$ cat src/rtl/sf_camera_pkg.sv
// Shared definitions for the SF camera capture path: frame controller state
// encoding, write address stride and the frame-controller status bit layout.
package sf_camera_pkg;

  typedef enum logic [2:0] {
    ST_IDLE,
    ST_WAIT_BUF,
    ST_ACTIVATE,
    ST_READ,
    ST_WRITE,
    ST_RELEASE,
    ST_DONE
  } frame_state_t;

  // One 32-bit word per write, byte-addressed memory
  localparam int unsigned ADDR_INCR = 4;

  // Frame-controller status bits as seen in the wb_sf_camera register map
  localparam int unsigned STAT_BUSY_BIT       = 0;
  localparam int unsigned STAT_FRAME_DONE_BIT = 1;
  localparam int unsigned STAT_ABORTED_BIT    = 2;
  localparam int unsigned STAT_LINE_COUNT_LSB = 16;

endpackage

$ cat src/rtl/sf_camera_frame_ctrl.sv
// Frame capture controller: drains camera line buffers from the ping-pong FIFO
// read side into a memory write port, counting lines up to the frame height.
module sf_camera_frame_ctrl
  import sf_camera_pkg::*;
#(
  parameter int LINE_WIDTH = 16,
  parameter int ADDR_WIDTH = 32
) (
  input  logic                  clk,
  input  logic                  rst,
  input  logic                  i_enable,
  input  logic                  i_continuous,
  input  logic [ADDR_WIDTH-1:0] i_base_addr,
  input  logic [LINE_WIDTH-1:0] i_lines_per_frame,
  input  logic                  i_rfifo_ready,
  output logic                  o_rfifo_activate,
  input  logic [23:0]           i_rfifo_size,
  output logic                  o_rfifo_strobe,
  input  logic [31:0]           i_rfifo_data,
  output logic                  o_mem_stb,
  input  logic                  i_mem_ready,
  output logic [ADDR_WIDTH-1:0] o_mem_addr,
  output logic [31:0]           o_mem_data,
  output logic                  o_busy,
  output logic                  o_frame_done,
  output logic                  o_aborted,
  output logic [LINE_WIDTH-1:0] o_line_count
);

  frame_state_t          state;
  logic [LINE_WIDTH-1:0] lines_q;
  logic [23:0]           size_q;
  logic [23:0]           word_cnt;
  logic [LINE_WIDTH-1:0] lines_eff;
  logic [LINE_WIDTH-1:0] line_next;

  // A zero frame height still captures one line
  assign lines_eff = (i_lines_per_frame == '0) ? LINE_WIDTH'(1) : i_lines_per_frame;
  // Empty buffers are released without being counted as a line
  assign line_next = o_line_count + LINE_WIDTH'(size_q != 24'd0);

  // NOTE: all state and outputs are registers updated with non-blocking
  // assignments so every branch below reads the pre-edge values.
  always_ff @(posedge clk or posedge rst) begin
    if (rst) begin
      state            <= ST_IDLE;
      lines_q          <= '0;
      size_q           <= '0;
      word_cnt         <= '0;
      o_rfifo_activate <= 1'b0;
      o_rfifo_strobe   <= 1'b0;
      o_mem_stb        <= 1'b0;
      o_mem_addr       <= '0;
      o_mem_data       <= '0;
      o_busy           <= 1'b0;
      o_frame_done     <= 1'b0;
      o_aborted        <= 1'b0;
      o_line_count     <= '0;
    end else begin
      o_rfifo_strobe <= 1'b0;
      o_frame_done   <= 1'b0;
      o_aborted      <= 1'b0;

      case (state)
        ST_IDLE: begin
          if (i_enable) begin
            o_mem_addr   <= i_base_addr;
            lines_q      <= lines_eff;
            o_line_count <= '0;
            word_cnt     <= '0;
            o_busy       <= 1'b1;
            state        <= ST_WAIT_BUF;
          end
        end

        ST_WAIT_BUF: begin
          if (!i_enable) begin
            o_aborted <= 1'b1;
            o_busy    <= 1'b0;
            state     <= ST_IDLE;
          end else if (i_rfifo_ready) begin
            o_rfifo_activate <= 1'b1;
            state            <= ST_ACTIVATE;
          end
        end

        ST_ACTIVATE: begin
          size_q   <= i_rfifo_size;
          word_cnt <= '0;
          if (i_rfifo_size == 24'd0) begin
            o_rfifo_activate <= 1'b0;
            state            <= ST_RELEASE;
          end else begin
            o_rfifo_strobe <= 1'b1;
            state          <= ST_READ;
          end
        end

        // The pop strobe is high during READ, so the head word is sampled on
        // the same edge that advances the FIFO and never overlaps a write.
        ST_READ: begin
          o_mem_data <= i_rfifo_data;
          word_cnt   <= word_cnt + 24'd1;
          o_mem_stb  <= 1'b1;
          state      <= ST_WRITE;
        end

        ST_WRITE: begin
          if (i_mem_ready) begin
            o_mem_stb  <= 1'b0;
            o_mem_addr <= o_mem_addr + ADDR_WIDTH'(ADDR_INCR);
            if (word_cnt == size_q) begin
              o_rfifo_activate <= 1'b0;
              state            <= ST_RELEASE;
            end else begin
              o_rfifo_strobe <= 1'b1;
              state          <= ST_READ;
            end
          end
        end

        ST_RELEASE: begin
          o_line_count <= line_next;
          if (line_next >= lines_q) begin
            o_frame_done <= 1'b1;
            state        <= ST_DONE;
          end else if (!i_enable) begin
            o_aborted <= 1'b1;
            o_busy    <= 1'b0;
            state     <= ST_IDLE;
          end else begin
            state <= ST_WAIT_BUF;
          end
        end

        ST_DONE: begin
          if (i_continuous && i_enable) begin
            o_mem_addr   <= i_base_addr;
            lines_q      <= lines_eff;
            o_line_count <= '0;
            word_cnt     <= '0;
            state        <= ST_WAIT_BUF;
          end else begin
            o_busy <= 1'b0;
            state  <= ST_IDLE;
          end
        end

        default: state <= ST_IDLE;
      endcase
    end
  end

endmodule

$ cat config.mk
export PLATFORM = sky130hd
export DESIGN_NAME = sf_camera_frame_ctrl
export DESIGN_NICKNAME = d
export VERILOG_FILES = /design/src/rtl/sf_camera_pkg.sv /design/src/rtl/sf_camera_frame_ctrl.sv
export SDC_FILE = /design/constraint.sdc
export NUM_CORES = 1
export LEC_CHECK = 0
export CAP_MARGIN = 10
export CORE_MARGIN = 3
export CORE_UTILIZATION = 45
export DETAILED_ROUTE_END_ITERATION = 7
export PLACE_DENSITY = 0.77
export SYNTH_ARGS = -nofsm -noshare
export SYNTH_HDL_FRONTEND = slang
export SYNTH_SLANG_ARGS = --single-unit
export TNS_END_PERCENT = 100
$ cat constraint.sdc
create_clock -name clk -period 4.15 [get_ports clk]
set_input_delay 0.415 -clock clk [delete_from_list [all_inputs] [get_ports clk]]
set_output_delay 0.415 -clock clk [all_outputs]
set_load 0.01 [all_outputs]
; ---- After elaboration in Yosys (flattened, before gate mapping)
; Cells that the tools add are included.
[totals]
ff_bits = 153
inputBits = 110
out_inout_bits = 86
word_cells = 100
[classes]
n_addsub = 3
n_lt_le_gt_ge = 1
eq_ne = 17
muxes = 46
reduce_logical = 20
[ops]
columns = operator, count
row1 = $mux W32, 3
row2 = $pmux W24 S4, 1
row3 = $pmux W32 S3, 1
row4 = $mux W16, 5
row5 = $mux W24, 2
row6 = $pmux W16 S3, 1
row7 = $add A32 B3 Y32 const B, 1
row8 = $pmux W16 S2, 1
row9 = $add A24 B1 Y24 const B, 1
row10 = $eq A24 B24 Y1, 1
row11 = $logic_not A24 Y1, 1
row12 = $reduce_bool A24 Y1, 1
row13 = $mux W3, 7
row14 = $pmux W3 S7, 1
row15 = $mux W1, 19
row16 = $ne A2 B2 Y1 const B, 9
row17 = $add A16 B1 Y16, 1
row18 = $ge A16 B16 Y1, 1
row19 = $logic_not A16 Y1, 1
row20 = $reduce_and A3 Y1, 4
row21 = $eq A3 B3 Y1 const B, 3
row22 = $reduce_bool A3 Y1, 3
row23 = $reduce_and A4 Y1, 2
row24 = $reduce_bool A4 Y1, 2
row25 = other kinds (11), 15

; ---- Longest topological paths before layout
; Gate-level depths: netlist (run 1).
[logic_depth]
ltp_word = 5
depth_mapped = 16
depth_no_buf = 16

; ---- Least setup slack after synthesis (run 1)
; Ideal clock, no wire load.
[synth_path]
kind = register to register
startpoint = register size_q[18]
endpoint = register state[0]
setup_time_ns = 0.126
t_arrival_ns = 3.213
t_required_ns = 4.024
setup_slack_ns = 0.810
stages_incl_launch_ff = 16
path_buffers = 0
synth_period_minus_slack_ns = 3.340
cell_sequence = dfrtp_1 -> nor4_1 -> and4_1 -> nand3_1 -> ha_1 -> nand3_1 -> nor4_1 -> nand3_1 -> xnor2_1 -> ha_1 -> nand2_1 -> o21ai_0 -> or3b_2 -> o211a_1 -> a32oi_1 -> o22ai_1
[synth_via]
elab_chain_len = 5
[synth_rtl]
columns = item, line
row1 = "start, declared", sf_camera_frame_ctrl.sv:32  ; logic [23:0] size_q;
row2 = "start signal, assigned", sf_camera_frame_ctrl.sv:88  ; size_q <= i_rfifo_size;
row3 = $reduce_bool A24 Y1, sf_camera_frame_ctrl.sv:40  ; assign line_next = o_line_count + LINE_WIDTH'(size_q != 24'd0);
row4 = $add A16 B1 Y16, sf_camera_frame_ctrl.sv:40
row5 = $ge A16 B16 Y1, sf_camera_frame_ctrl.sv:124  ; if (line_next >= lines_q) begin
row6 = $mux W3, sf_camera_frame_ctrl.sv:124
row7 = $pmux W3 S7, sf_camera_frame_ctrl.sv:64  ; case (state)
row8 = "end signal, assigned", sf_camera_frame_ctrl.sv:46  ; state <= ST_IDLE;
row9 = "end signal, assigned", sf_camera_frame_ctrl.sv:126  ; state <= ST_DONE;
row10 = "end signal, assigned", sf_camera_frame_ctrl.sv:130  ; state <= ST_IDLE;
row11 = "end, declared", sf_camera_frame_ctrl.sv:30  ; frame_state_t state;
; Every way passes these cells.
; A chain may end at the register's enable or synchronous reset.

; ---- Final worst setup path (run 1)
[layout_path]
startpoint = register size_q[13]
endpoint = register state[2]
[layout_via]
elab_chain_len = 5
[layout_rtl]
columns = item, line
row1 = $reduce_bool A24 Y1, sf_camera_frame_ctrl.sv:40
row2 = $add A16 B1 Y16, sf_camera_frame_ctrl.sv:40
row3 = $ge A16 B16 Y1, sf_camera_frame_ctrl.sv:124
row4 = $mux W3, sf_camera_frame_ctrl.sv:124
row5 = $pmux W3 S7 *, sf_camera_frame_ctrl.sv:64
; Mark *: on every way between the ends. The rest lies on a longest branch, timed or not. The select of a mux whose other input is x is not followed.

==> flow_summary.json, run 1 <==
{
  "status": "finished, final reports clean",
  "cts_sinks": 153,
  "grt_pass1_vias": 6798,
  "min-delay-start": "o_mem_data[5]",
  "ys_seq_area_share_pct": 48.4,
  "hold_violations": 0,
  "slowest_delay_ps": 410,
  "num-nets-final": 1182,
  "holdCritPathClass": "flop to flop",
  "drcViolationCount": 0,
  "startpoint_type": "flop",
  "slew_headroom_pct": 34.3,
  "clockBufferDepth": 2,
  "cp_data_arrival_time_ps": 4090,
  "gp_congestion": 0.906,
  "synth_fp_nets": 997,
  "drt-initial-drc-count": 608,
  "cts_root_buffer": "clkbuf_16",
  "period_minus_slack_ps": 3820,
  "synth-edff-count": 0,
  "grt_max_degree": 60,
  "powerDensity_nw_per_um2": 632,
  "portBuffers": 195,
  "ff_latch_area_um2": 3830,
  "grt_usage_pct": 22.2,
  "crit_type": "flop to flop",
  "crit_path_start": "size_q[13]",
  "synthMostInstantiatedCell": "nand2_1",
  "placed_cells": 1252,
  "r2r_start": "size_q[13]",
  "rows": 47,
  "syn_area_um2": 7910,
  "crit_chain": "nor4_1 -> and4_1 -> nand3_1 -> ha_1 -> ha_1 -> nand3_1 -> nor4_1 -> buf_4 -> nand2_1 -> xnor2_1 -> ha_1 -> nand2_1 -> nor3_1 -> a221oi_1 -> o211ai_1 -> a221oi_1 -> a21oi_1",
  "cts_tree": "done",
  "synth_ff_type": "dfrtp_1",
  "synth.area.top_cells": "dfrtp_1, nand2_1, o21ai_0, mux2_2, xor2_1",
  "drv_slew": 0,
  "synth_top_cells_by_count": "nand2_1, dfrtp_1, o21ai_0, a21oi_1, nor2_1",
  "grt_setup_unrepaired": "false",
  "critPathRequiredTime_ps": 4420,
  "vdd_drop_max_mv": 0.416,
  "grt_pass1_wl_mm": 35.2,
  "area_delta_synth_final_pct": 35.5,
  "yosys_warnings": 0,
  "grt-ovfl-total": 0,
  "first_pass_iters": 5,
  "yosys_register_bits": 153,
  "antenna_found_initial": 0,
  "cpMaxStageDelayCell": "dfrtp_1",
  "fillers": 1439,
  "clk-insertion-delay-late_ps": 420,
  "min_period_over_period_pct": 92.0,
  "cp_max_fo": 4,
  "die-area_um2": 19200,
  "clk_pin_slew_ps": 70,
  "power.leakage_uw": 0.00461,
  "skew_ps": 10.6,
  "final_antenna_net_count": 0,
  "ios": 196,
  "vias": 7024,
  "synthArstFlopShare_pct": 100,
  "vias_per_cell": 5.47,
  "start_util_pct": 46.9,
  "fp.dieH_um": 139,
  "synth_area_per_cell_um2": 9.13,
  "drive_gt1_share_pct": 7.98,
  "tns_ps": 0,
  "yosysTopAreaCell": "dfrtp_1",
  "fmax_ghz": 0.262,
  "cts_made_buffers": 17,
  "final_util_pct": 63.5,
  "cp-end-kind": "flop",
  "routed_wl_mm": 21.4,
  "setup_viol": 0,
  "core_um2": 16900,
  "syn-instance-count": 867,
  "antenna_cells": 0,
  "synth.distinct_cells": 53,
  "wl_per_cell_um": 16.7,
  "multi_input_area_um2": 3840,
  "tightest_slew_ps": 983,
  "synth_top_area_share_pct": 48.4,
  "die_w_um": 139,
  "dp_hpwl_mm": 15.3,
  "htreeDepth": 4,
  "instances_no_fill": 1285,
  "cpMostUsedCell": "ha_1",
  "drv_cap": 0
}
[flip-flops by register name, summed over array words and instances (netlist names)]
name              cells
o_rfifo_activate      1
lines_q              16
word_cnt             24
o_rfifo_strobe        1
size_q               24
state                 3
o_aborted             1
o_frame_done          1
o_busy                1
o_mem_stb             1
o_mem_addr           32
o_mem_data           32
o_line_count         16
[cells by family (layout without fill, tap and decap cells)]
group	after synthesis	count (layout)	share of synthesized area [%]
XOR/XNOR	56	56	6.20
flip-flops	153	153	48.4
buffers and inverters	65	263	3.32
adder cells (fa/ha/maj)	20	20	3.16
multiplexers	28	28	3.95
AO/OA/AOI/OAI	181	181	13.5
AND/OR/NAND/NOR	364	364	21.4
[critical path, delay by kind of cell, from the launching register on]
family | cells | cell delay [ps]
AO/OA/AOI/OAI | 4 | 940
XOR/XNOR | 1 | 170
AND/OR/NAND/NOR | 8 | 1230
buffers and inverters | 1 | 150
flip-flops | 1 | 410
adder cells (fa/ha/maj) | 3 | 770
[through the flow]
| step | total power (µW) | hold WS (ps) | worst slack [ps] | instance area [µm²] |
|---|---|---|---|---|
| 2_1_floorplan | 3940 | 482 | 810 | 7920 |
| 3_5_place_dp | 5150 | 461 | 115 | 10100 |
| 5_1_grt | 7210 | 487 | 19.2 | 10700 |
| 4_1_cts | 6800 | 478 | 69.6 | 10700 |
| 3_3_place_gp | 5080 | 456 | 271 | 10100 |
| 6_report | 6770 | 473 | 332 | 10700 |
[power breakdown]
| part | leakage [µW] | internal, µW | switching (µW) | total [µW] |
|---|---|---|---|---|
| logic | 0.00243 | 1320 | 1320 | 2630 |
| clock network | 0.000290 | 961 | 668 | 1630 |
| registers | 0.00190 | 2040 | 470 | 2510 |
| total | 0.00461 | 4320 | 2450 | 6770 |
[path summary, 6_finish.rpt]
path	end	slack, ps	depth (start not counted)
max in group asynchronous	word_cnt[8]	2790	3
hold / removal	o_mem_data[5]	470	2
hold reg to reg	o_mem_data[5]	470	2
min in group asynchronous	o_mem_addr[8]	550	2
setup / recovery	state[2]	330	17
setup reg to reg	state[2]	330	17
[layer usage]
metal / wire [µm] / GRT usage, % / vias to the layer above
met3: 1290 / 6.03 / 23
li1: - / - / 3396
met1: 9590 / 30.0 / 3379
met2: 10200 / 36.0 / 226
met4: 334 / 5.20 / 0
met5: 0 / 0 / -
[layout by cell type, fill, tap and decap left out, drive strengths merged, types with 7 or more instances in the layout]
master         instances
clkbuf                17
nor3                   9
a21oi                 53
ha                    20
buf                   11
a2bb2oi                7
a21o                   9
dfrtp                153
nor2                  45
o22ai                 12
clkdlybuf4s50        195
and3                  14
o21ai                 65
nand3                 30
mux2                  26
xnor2                 23
inv                   29
nand4                 16
nor4                  22
nand2                194
a31oi                  7
xor2                  33
[area by class of cell]
class                           count  area share [%]
Inverter                           25           0.910
Tap cell                          220            2.57
Clock inverter                     15            1.79
Clock buffer                       17            3.97
Multi-Input combinational cell    649            35.8
Timing Repair Buffer              206            19.3
Sequential cell                   153            35.7
[timing repair]
action / CTS / global route
resized for setup: 0 / 1
setup endpoints to repair: 0 / 6
buffers inserted: 0 / 0
hold buffers: 0 / 0
Note: power is estimated with default switching activity, not from simulation.
==> inputs of run 2 (changes only) <==
--- a/config.mk
+++ b/config.mk
@@ -7,9 +7,9 @@
 export LEC_CHECK = 0
 export CAP_MARGIN = 10
 export CORE_MARGIN = 3
-export CORE_UTILIZATION = 45
+export CORE_UTILIZATION = 54
 export DETAILED_ROUTE_END_ITERATION = 7
-export PLACE_DENSITY = 0.77
+export PLACE_DENSITY = 0.86
 export SYNTH_ARGS = -nofsm -noshare
 export SYNTH_HDL_FRONTEND = slang
 export SYNTH_SLANG_ARGS = --single-unit
==> constraint.sdc (replaced) <==
create_clock -name clk -period 4.45 [get_ports clk]
set_input_delay 0.445 -clock clk [delete_from_list [all_inputs] [get_ports clk]]
set_output_delay 0.445 -clock clk [all_outputs]
set_load 0.01 [all_outputs]
==> run 2 against run 1 <==
Against the previous run: cell count is 3.3% lower; clock skew hardly changed; setup slack better by 150 ps; die area is 16% lower; clock power is 12% lower; fmax is 3.9% lower; clock-buffer cell count is 6 higher; first-iteration DRC count is 5.6% higher; sequential power is 7% lower; critical path type unchanged; critical endpoint unchanged; highest routed layer unchanged.
==> flow_summary.json, run 2 (same netlist as run 1, synthesis figures left out) <==
{
  "r2r_cells": 16,
  "tightest_slew_ps": 1060,
  "top_regs": "o_mem_addr: 32 flops, o_mem_data: 32 flops",
  "skew_ps": 10.4,
  "core_um2": 14100,
  "final_antenna_net_count": 0,
  "cts_tree": "done",
  "grt_usage_pct": 26.1,
  "cp_max_fo": 5,
  "start_util_pct": 56.1,
  "clk-insertion-delay-late_ps": 430,
  "place_ws_ps": 317,
  "cp_data_arrival_time_ps": 4230,
  "num-nets-final": 1179,
  "portBuffers": 195,
  "r2r_setup_slack_ps": 480,
  "clockBufferDepth": 2,
  "fmax_ghz": 0.252,
  "setup_viol": 0,
  "drv_cap": 0,
  "drcViolationCount": 0,
  "fp.dieH_um": 127,
  "cts_made_buffers": 17,
  "crit_type": "flop to flop",
  "layout_commonest_cell": "clkdlybuf4s50_1",
  "clk_pin_slew_ps": 60,
  "antenna_cells": 0,
  "status": "finished, final reports clean",
  "multi_input_area_um2": 3840,
  "hold_violations": 0,
  "die_w_um": 127,
  "fin_ws_ps": 477,
  "vias_per_cell": 5.77,
  "period_minus_slack_ps": 3970,
  "postLayoutCellArea_um2": 10600,
  "dp_hpwl_mm": 14.9,
  "whs_path_depth": 2,
  "grt-ovfl-total": 0,
  "min_period_over_period_pct": 89.3,
  "drt-initial-drc-count": 642,
  "grt_setup_unrepaired": "false",
  "grt_pass1_wl_mm": 34.1,
  "htreeDepth": 4,
  "cp-end-kind": "flop",
  "power.leakage_uw": 0.00457,
  "slew_headroom_pct": 29.5,
  "ff_latch_area_um2": 3830,
  "startpoint_type": "flop",
  "fillers": 1008,
  "grt_pass1_vias": 6940,
  "cts_root_buffer": "clkbuf_16",
  "vias": 7164,
  "drive_gt1_share_pct": 7.34,
  "rows": 43,
  "mostFrequentLayoutCells": "clkdlybuf4s50_1, nand2_1, dfrtp_1",
  "wl_per_cell_um": 17.1,
  "die-area_um2": 16100,
  "critPathRequiredTime_ps": 4700,
  "antenna_found_initial": 0,
  "tns_ps": 0,
  "drv_slew": 0,
  "routed_wl_mm": 21.3,
  "gp_congestion": 0.912,
  "ios": 196,
  "final_util_pct": 75.2,
  "first_pass_iters": 5,
  "dpl_cell_area_um2": 9990,
  "area_delta_synth_final_pct": 34.0,
  "cts_sinks": 153,
  "powerDensity_nw_per_um2": 589,
  "holdCritPathClass": "flop to flop",
  "vdd_drop_max_mv": 0.391,
  "grt_max_degree": 114
}
==> run 2: layer usage <==
layer  wire, µm  GRT usage (%)  up-vias
li1           -              -     3401
met1       9180           34.7     3423
met2      10100           41.8      287
met3       1400           6.10       53
met4        605           10.2        0
met5          0              0        -
==> run 2: power breakdown <==
group | total (µW) | leakage (µW) | internal [µW] | switching, µW
Sequential | 2340 | 0.00190 | 1900 | 438
Clock | 1440 | 0.000267 | 859 | 576
Combinational | 2470 | 0.00241 | 1220 | 1240
==> run 2: cell type report <==
type	count	area share, %
Multi-Input combinational cell	649	36.2
Sequential cell	153	36.1
Timing Repair Buffer	203	19.1
Clock buffer	23	4.41
Tap cell	180	2.12
Clock inverter	9	1.09
Inverter	25	0.920
==> run 2: worst paths after layout <==
check | start | to
worst max-delay path | size_q[0] | state[2]
worst min-delay path | o_mem_data[6] | o_mem_data[6]
worst max register to register | size_q[0] | state[2]
worst min register to register | o_mem_data[6] | o_mem_data[6]
max in group asynchronous | rst | size_q[22]
min in group asynchronous | rst | size_q[4]
==> run 2: metrics by stage <==
stage | hold slack, ps | power [µW] | std cells
floorplan | 502 | 3670 | 867
global placement | 457 | 4700 | 1208
detailed placement | 462 | 4790 | 1208
CTS | 477 | 6240 | 1240
global route | 504 | 6620 | 1242
finish | 474 | 6240 | 1242
==> run 2: critical path, stage by stage, from the launching register on <==
cell	delay, ps
dfrtp_1	400
nor4_1	90
and4_1	210
nand3_1	100
ha_1	200
nand3_1	110
nor4_1	570
clkbuf_2	300
and2_1	200
xor2_1	160
ha_1	240
nand3_1	120
nor3_1	90
a221oi_1	350
o211ai_1	240
a221oi_1	330
a21oi_1	90
==> run 2: repair_timing <==
item	CTS	global route
gates resized for setup	0	1
setup endpoints to repair	0	1
setup buffers	0	0
hold buffers	0	0
